### config.mk
export PLATFORM = sky130hd
export DESIGN_NAME = digit_scan_mux
export DESIGN_NICKNAME = d
export VERILOG_FILES = /design/src/rtl/digit_scan_mux.sv
export SDC_FILE = /design/constraint.sdc
export NUM_CORES = 1
export LEC_CHECK = 0
export CAP_MARGIN = 20
export CORE_MARGIN = 2
export CORE_UTILIZATION = 59
export CTS_CLUSTER_DIAMETER = 120
export DETAILED_ROUTE_END_ITERATION = 10
export PLACE_DENSITY = 0.83
export SYNTH_ARGS = -nofsm -noshare
export SYNTH_HDL_FRONTEND = slang
export SYNTH_SLANG_ARGS = --single-unit
### constraint.sdc
create_clock -name clk -period 2.93 [get_ports clk]
set_input_delay 0.293 -clock clk [delete_from_list [all_inputs] [get_ports clk]]
set_output_delay 0.293 -clock clk [all_outputs]
set_load 0.03 [all_outputs]
### src/rtl/digit_scan_mux.sv
// digit_scan_mux
//   Time-multiplexes four hex digits onto one shared 7-segment decoder nibble.
//   Each digit gets a slot of PRESCALE lit cycles followed by BLANK all-off
//   cycles. New data is written to a pending buffer and only copied to the
//   displayed (active) buffer at a frame boundary, so a frame never tears.
//
// Parameters
//   PRESCALE    lit (SHOW) cycles per digit slot, 1..65535
//   BLANK       all-off cycles after each SHOW period, 0..255
// Ports
//   clk         rising-edge clock
//   rst         synchronous active-high reset
//   din[15:0]   four hex digits, din[3:0] is digit0 (rightmost)
//   load        capture din at this edge
//   lz_en       leading-zero suppression enable (combinational effect)
//   w,x,y,z     digit nibble for the segment decoder, w is the MSB
//   an[3:0]     active-low digit enables
//   frame_done  one-cycle pulse on the first cycle of each new frame
module digit_scan_mux #(
  parameter int PRESCALE = 4,
  parameter int BLANK    = 1
) (
  input  logic        clk,
  input  logic        rst,
  input  logic [15:0] din,
  input  logic        load,
  input  logic        lz_en,
  output logic        w,
  output logic        x,
  output logic        y,
  output logic        z,
  output logic [3:0]  an,
  output logic        frame_done
);

  typedef enum logic {
    ST_SHOW  = 1'b0,
    ST_BLANK = 1'b1
  } state_t;

  localparam logic [15:0] PRE_LAST = 16'(PRESCALE - 1);
  localparam logic [15:0] BLK_LAST = (BLANK > 0) ? 16'(BLANK - 1) : 16'd0;
  localparam bit          NO_BLANK = (BLANK == 0);

  state_t      state;
  logic [1:0]  idx;
  logic [15:0] cnt;
  logic [15:0] active;
  logic [15:0] pending;
  logic        valid;

  logic        slot_end;
  logic        transfer;
  logic [3:0]  sup;
  logic [3:0]  cur_digit;
  logic [3:0]  nib;

  // A slot ends on the last BLANK cycle, or on the last SHOW cycle when the
  // blank period is configured away. Leaving digit3 is the frame boundary.
  assign slot_end = (state == ST_SHOW  && cnt == PRE_LAST && NO_BLANK) ||
                    (state == ST_BLANK && cnt == BLK_LAST);
  assign transfer = slot_end && (idx == 2'd3);

  // Scan FSM plus the double-buffered digit storage.
  always_ff @(posedge clk) begin
    if (rst) begin
      state      <= ST_SHOW;
      idx        <= 2'd0;
      cnt        <= 16'd0;
      active     <= 16'd0;
      pending    <= 16'd0;
      valid      <= 1'b0;
      frame_done <= 1'b0;
    end else begin
      frame_done <= transfer;

      case (state)
        ST_SHOW: begin
          if (cnt == PRE_LAST) begin
            cnt <= 16'd0;
            if (NO_BLANK) begin
              idx <= idx + 2'd1;
            end else begin
              state <= ST_BLANK;
            end
          end else begin
            cnt <= cnt + 16'd1;
          end
        end
        ST_BLANK: begin
          if (cnt == BLK_LAST) begin
            state <= ST_SHOW;
            idx   <= idx + 2'd1;
            cnt   <= 16'd0;
          end else begin
            cnt <= cnt + 16'd1;
          end
        end
        default: begin
          state <= ST_SHOW;
          cnt   <= 16'd0;
        end
      endcase

      // A load that coincides with the frame boundary bypasses pending so
      // the freshest value is what the new frame shows.
      if (load) begin
        pending <= din;
      end
      if (transfer) begin
        if (load) begin
          active <= din;
        end else if (valid) begin
          active <= pending;
        end
        valid <= 1'b0;
      end else if (load) begin
        valid <= 1'b1;
      end
    end
  end

  // Suppression chains downward: a digit is blank only if it and every digit
  // above it are zero. Digit0 is always shown.
  assign sup[3] = lz_en && (active[15:12] == 4'd0);
  assign sup[2] = sup[3] && (active[11:8] == 4'd0);
  assign sup[1] = sup[2] && (active[7:4] == 4'd0);
  assign sup[0] = 1'b0;

  assign cur_digit = active[{idx, 2'b00} +: 4];

  // Moore decode of the registered scan position.
  always_comb begin
    an  = 4'b1111;
    nib = 4'b0000;
    if (state == ST_SHOW && !sup[idx]) begin
      an[idx] = 1'b0;
      nib     = cur_digit;
    end
  end

  assign {w, x, y, z} = nib;

endmodule

Word-level counts from Yosys, hierarchy flattened
Cells that the tools add are included.
{"block": "op_classes", "add_sub_neg": 2, "order_cmp": 2, "n_eq_ne": 2, "shift": 1, "n_mux": 14, "n_bitwise": 2, "reduce_logical": 16}
{"operator": "$mux 16", "count": 4}
{"operator": "$pmux 16 s2", "count": 1}
{"operator": "$add 16x1->16 const B", "count": 1}
{"operator": "$eq 16x2->1 const B", "count": 1}
{"operator": "$logic_not 16->1", "count": 1}
{"operator": "$shiftx 16x5->4", "count": 1}
{"operator": "$logic_not 4->1", "count": 3}
{"operator": "$mux 4", "count": 2}
{"operator": "$logic_and 1x1->1", "count": 7}
{"operator": "$mux 1", "count": 4}
{"operator": "$not 4->4", "count": 1}
{"operator": "$reduce_and 2->1", "count": 2}
{"operator": "$lt 2x3->1 const B", "count": 1}
{"operator": "$add 2x1->2 const B", "count": 1}
{"operator": "$bmux 1 s2", "count": 1}
{"operator": "$demux 1 s2", "count": 1}
{"operator": "$eq 2x2->1 const B", "count": 1}
{"operator": "$ge 2x1->1 const B", "count": 1}
{"operator": "$pmux 1 s2", "count": 1}
{"operator": "$reduce_bool 2->1", "count": 1}
{"operator": "$reduce_or 2->1", "count": 1}
{"operator": "$logic_not 1->1", "count": 1}
{"operator": "$not 1->1", "count": 1}
{"block": "totals", "ff_bits": 53, "input_bits": 20, "out_inout_bits": 9, "word_cells": 46}

Longest topological paths before layout
{"block": "depth", "ltp_word": 9, "depth_mapped": 7}

Worst setup path after synthesis
No wires, ideal clock.
{"block": "synth_timing", "path_kind": "flip-flop to output port", "start": "register active[8]", "end": "output an[0]", "arrival_ns": 1.452, "required_ns": 2.637, "slack_ns": 1.185, "path_stages_with_launch": 5, "path_cell_list": "dfxtp_1 > or4_1 > nor3_1 > o211ai_1 > nand3b_1"}
{"block": "synth_between", "elab_chain_cells": 8}
{"element": "start: declaration", "line_no": "48", "text": "logic [15:0] active;"}
{"element": "start signal: assignment", "line_no": "112", "text": "active <= din;"}
{"element": "start signal: assignment", "line_no": "114", "text": "active <= pending;"}
{"element": "$logic_not 4->1 (*)", "line_no": "126", "text": "assign sup[2] = sup[3] && (active[11:8] == 4'd0);"}
{"element": "$logic_and 1x1->1 (*)", "line_no": "126"}
{"element": "$logic_and 1x1->1", "line_no": "127", "text": "assign sup[1] = sup[2] && (active[7:4] == 4'd0);"}
{"element": "$bmux 1 s2 (*)", "line_no": "136", "text": "if (state == ST_SHOW && !sup[idx]) begin"}
{"element": "$mux 1 (implied by the code) (*)", "line_no": "136"}
{"element": "$logic_not 1->1 (*)", "line_no": "136"}
{"element": "$logic_and 1x1->1 (*)", "line_no": "136"}
{"element": "$mux 4 (*)", "line_no": "136"}
{"element": "end: declaration", "line_no": "32", "text": "output logic [3:0] an,"}
Mark *: on every way between the ends. The rest lies on a longest branch, timed or not. The select of a mux whose other input is x is not followed.

Worst setup path after layout
Ends and elaborated chain as after synthesis.

==> results_dict.tcl <==
set metrics [dict create \
    synth_cells 237 \
    core_um2 4030 \
    post_cts_buffers 0 \
    timing.rr.start "cnt[8]" \
    numCtsBuffers 5 \
    drv_slew 0 \
    route.detailed.drc 0 \
    cts_sinks 53 \
    power_leakage_nw 1.21 \
    grt_max_degree 40 \
    n_antenna_cell 0 \
    grt_setup_unrepaired "false" \
    cts_hold_buf 0 \
    dieHeight_um 68.9 \
    worst_setup_path_startpoint "active[8]" \
    final_cells 314 \
    ant_nets 0 \
    vias_per_cell 5.47 \
    clock_path_buffers 2 \
    power_density_nw_per_um2 516 \
    ys_seq_area_share_pct 42.6 \
    fin_nets 289 \
    cp.depth 5 \
    slowest_delay_ns 0.68 \
    vias 1717 \
    grt_pass1_vias 1595 \
    cap_viol_max_count 0 \
    crit_end "an[0]" \
    vdd_drop_max_v 0.000345 \
    rrSetupSlack_ns 0.66 \
    cts_tree "yes" \
    synth_edf_count 0 \
    synthArstFlopShare_pct 0 \
    critPathMaxFanout 4 \
    reg2reg_to "active[9]" \
    setup_slack_ns 0.167 \
    crit_arrival_ns 2.47 \
    clock-root-buffer "clkbuf_8" \
    fp-row-count 23 \
    grt_antenna_before_repair 0 \
    critPathBufInv 1 \
    critPathRequiredTime_ns 2.64 \
    io_pins 29 \
    r2r_cells 4 \
    cp-start-kind "flop" \
    clock-skew-final_ns 0.00480 \
    drive_gt1_share_pct 14.4 \
    syn_nets 263 \
    crit_type "flop to primary output" \
    min_period_ns 2.76 \
    max_freq_ghz 0.362 \
    start_util_pct 61.8 \
    status "completed" \
    yosysWarnings 0 \
    crit_slowest_cell "clkdlybuf4s50_1" \
    grt_usage_pct 21.9 \
    worstPathCellList "or4_1, nor3_1, o211ai_1, nand3b_1, clkdlybuf4s50_1" \
    hold_path_class "flop to flop" \
    holdWs_ns 0.495 \
    port_buffers 28 \
    slew_headroom_pct 54.6 \
    grt_pass1_wl_mm 7.59 \
    synth.avg_cell_area_um2 10.5 \
    clk_pin_slew_ns 0.10 \
    routed_wl_mm 4.67 \
    tightest_slew_ns 0.681 \
    gr-total-overflow 0 \
    pre_cts_ws_ns 0.533 \
    setup-tns-final_ns 0 \
    place.gp.congestion 0.825 \
    ys_seq_elements 53 \
    critPathCaptureType "primary output" \
    syn_to_final_growth_pct 16.0 \
    cpLargestDelayFamily "simple AND/OR/NAND/NOR gates" \
    dieWidth_um 68.9 \
    post-route-period-util_pct 94.3 \
    wl_per_cell_um 14.9 \
    insertion_delay_ns 0.31 \
    synth_area_um2 2490 \
    drt_iter0_drc 103 \
    finalSetupViolCount 0 \
    post-dp-hpwl_mm 3.22 \
    yosysUniqueCellTypes 37 \
    dp_cells 306 \
    ys.flop_type "dfxtp_1" \
    cts.repair.resized 0 \
    timing_hold_violations_final 0 \
    cts_max_level 2 \
    die_area_um2 4750 \
    drt_first_pass_iters 5 \
    power_w 0.00149 \
]
-- through the flow --
step,cell area (um^2),utilization (%)
2_1_floorplan,2490,-
5_1_grt,2890,71.6
6_report,2890,71.6
4_1_cts,2890,71.6
3_3_place_gp,2750,68.2
3_5_place_dp,2750,68.2
-- cells by family (layout without fill, tap and decap cells) --
family,Yosys count,in the layout,share of synthesized area (%)
flip-flops,53,53,42.6
AO/OA/AOI/OAI,6,6,1.76
multiplexers,37,37,19.2
AND/OR/NAND/NOR,101,101,23.2
XOR/XNOR,14,14,4.93
buffers and inverters,20,47,5.28
adder cells (fa/ha/maj),6,6,3.02
-- final cells by class --
| class | count | area [um^2] |
|---|---|---|
| multi-input cells | 164 | 1300 |
| fillers | 317 | 1140 |
| flip-flops and latches | 53 | 1060 |
| repair buffers | 30 | 295 |
| clock buffers | 5 | 68.8 |
| clock inverters | 3 | 68.8 |
| well taps | 50 | 62.6 |
| inverters | 9 | 33.8 |
-- registers in the layout (all words and copies together), names as in the netlist --
name        flops
frame_done      1
valid           1
cnt            16
pending        16
state           1
active         16
idx             2
-- placed cells by master (no fill, tap or decap), types with 2 or more instances in the layout --
cell type        Yosys  routed
nor2_1              39      39
dfxtp_1             53      53
inv_1                9       9
buf_4                0       2
nor2b_1             12      12
xnor2_1             10      10
or4_1                3       3
nand3_1              4       4
nor4_1               3       3
mux2_2               6       6
mux2_4              10      10
clkdlybuf4s50_1      0      28
nand2_1              7       7
nor3_1               7       7
nand3b_1             4       4
nand4_1              4       4
xor2_1               4       4
a21oi_1              2       2
mux4_2               4       4
mux2i_1             17      17
nor4_2               3       3
bufinv_16            0       2
and2b_1              8       8
clkbuf_8             0       5
ha_1                 6       6
-- cell usage after synthesis, types with 2 or more instances --
| master | count | area (um^2) |
|---|---|---|
| a21oi_1 | 2 | 10.0 |
| nor2_1 | 39 | 146 |
| xnor2_1 | 10 | 87.6 |
| and2b_1 | 8 | 60.1 |
| nand3b_1 | 4 | 30.0 |
| clkbuf_1 | 4 | 15.0 |
| nor4_2 | 3 | 37.5 |
| nand2_1 | 7 | 26.3 |
| or4_1 | 3 | 22.5 |
| xor2_1 | 4 | 35.0 |
| dfxtp_1 | 53 | 1060 |
| mux2_2 | 6 | 67.6 |
| nand4_1 | 4 | 25.0 |
| buf_6 | 4 | 45.0 |
| mux2i_1 | 17 | 170 |
| mux2_4 | 10 | 150 |
| nand3_1 | 4 | 20.0 |
| nor3_1 | 7 | 35.0 |
| nor4_1 | 3 | 18.8 |
| mux4_2 | 4 | 90.1 |
| nor2b_1 | 12 | 75.1 |
| inv_1 | 9 | 33.8 |
| ha_1 | 6 | 75.1 |
-- power breakdown --
part	total, W	leakage [nW]	switching [W]	internal (W)
logic	0.000131	0.710	0.0000642	0.0000673
registers	0.000761	0.431	0.0000184	0.000742
clock network	0.000596	0.0687	0.000252	0.000344
-- worst min-delay path: cells and delay by family, from the launching register on --
kind               cells  cell delay [ns]
AOI/OAI and AO/OA      2             0.12
DFF                    1             0.33
-- metal layers --
metal / up-vias / GRT usage [%] / wire length (um)
met2: 38 / 34.6 / 2190
li1: 859 / - / -
met1: 808 / 29.2 / 2230
met5: - / 0 / 0
met3: 12 / 5.03 / 158
met4: 0 / 7.84 / 91
-- worst min path at each step --
| stage | startpoint | to | slack (ns) | cells after the start |
|---|---|---|---|---|
| after floorplan | cnt[0] | cnt[0] | 0.45 | 1 |
| after global placement | cnt[0] | cnt[0] | 0.48 | 1 |
| after detailed placement | cnt[0] | cnt[0] | 0.48 | 1 |
| after CTS | cnt[15] | cnt[15] | 0.50 | 2 |
| after global routing | cnt[0] | cnt[0] | 0.53 | 1 |
| final | cnt[15] | cnt[15] | 0.50 | 2 |
(Power assumes the default switching activity.)
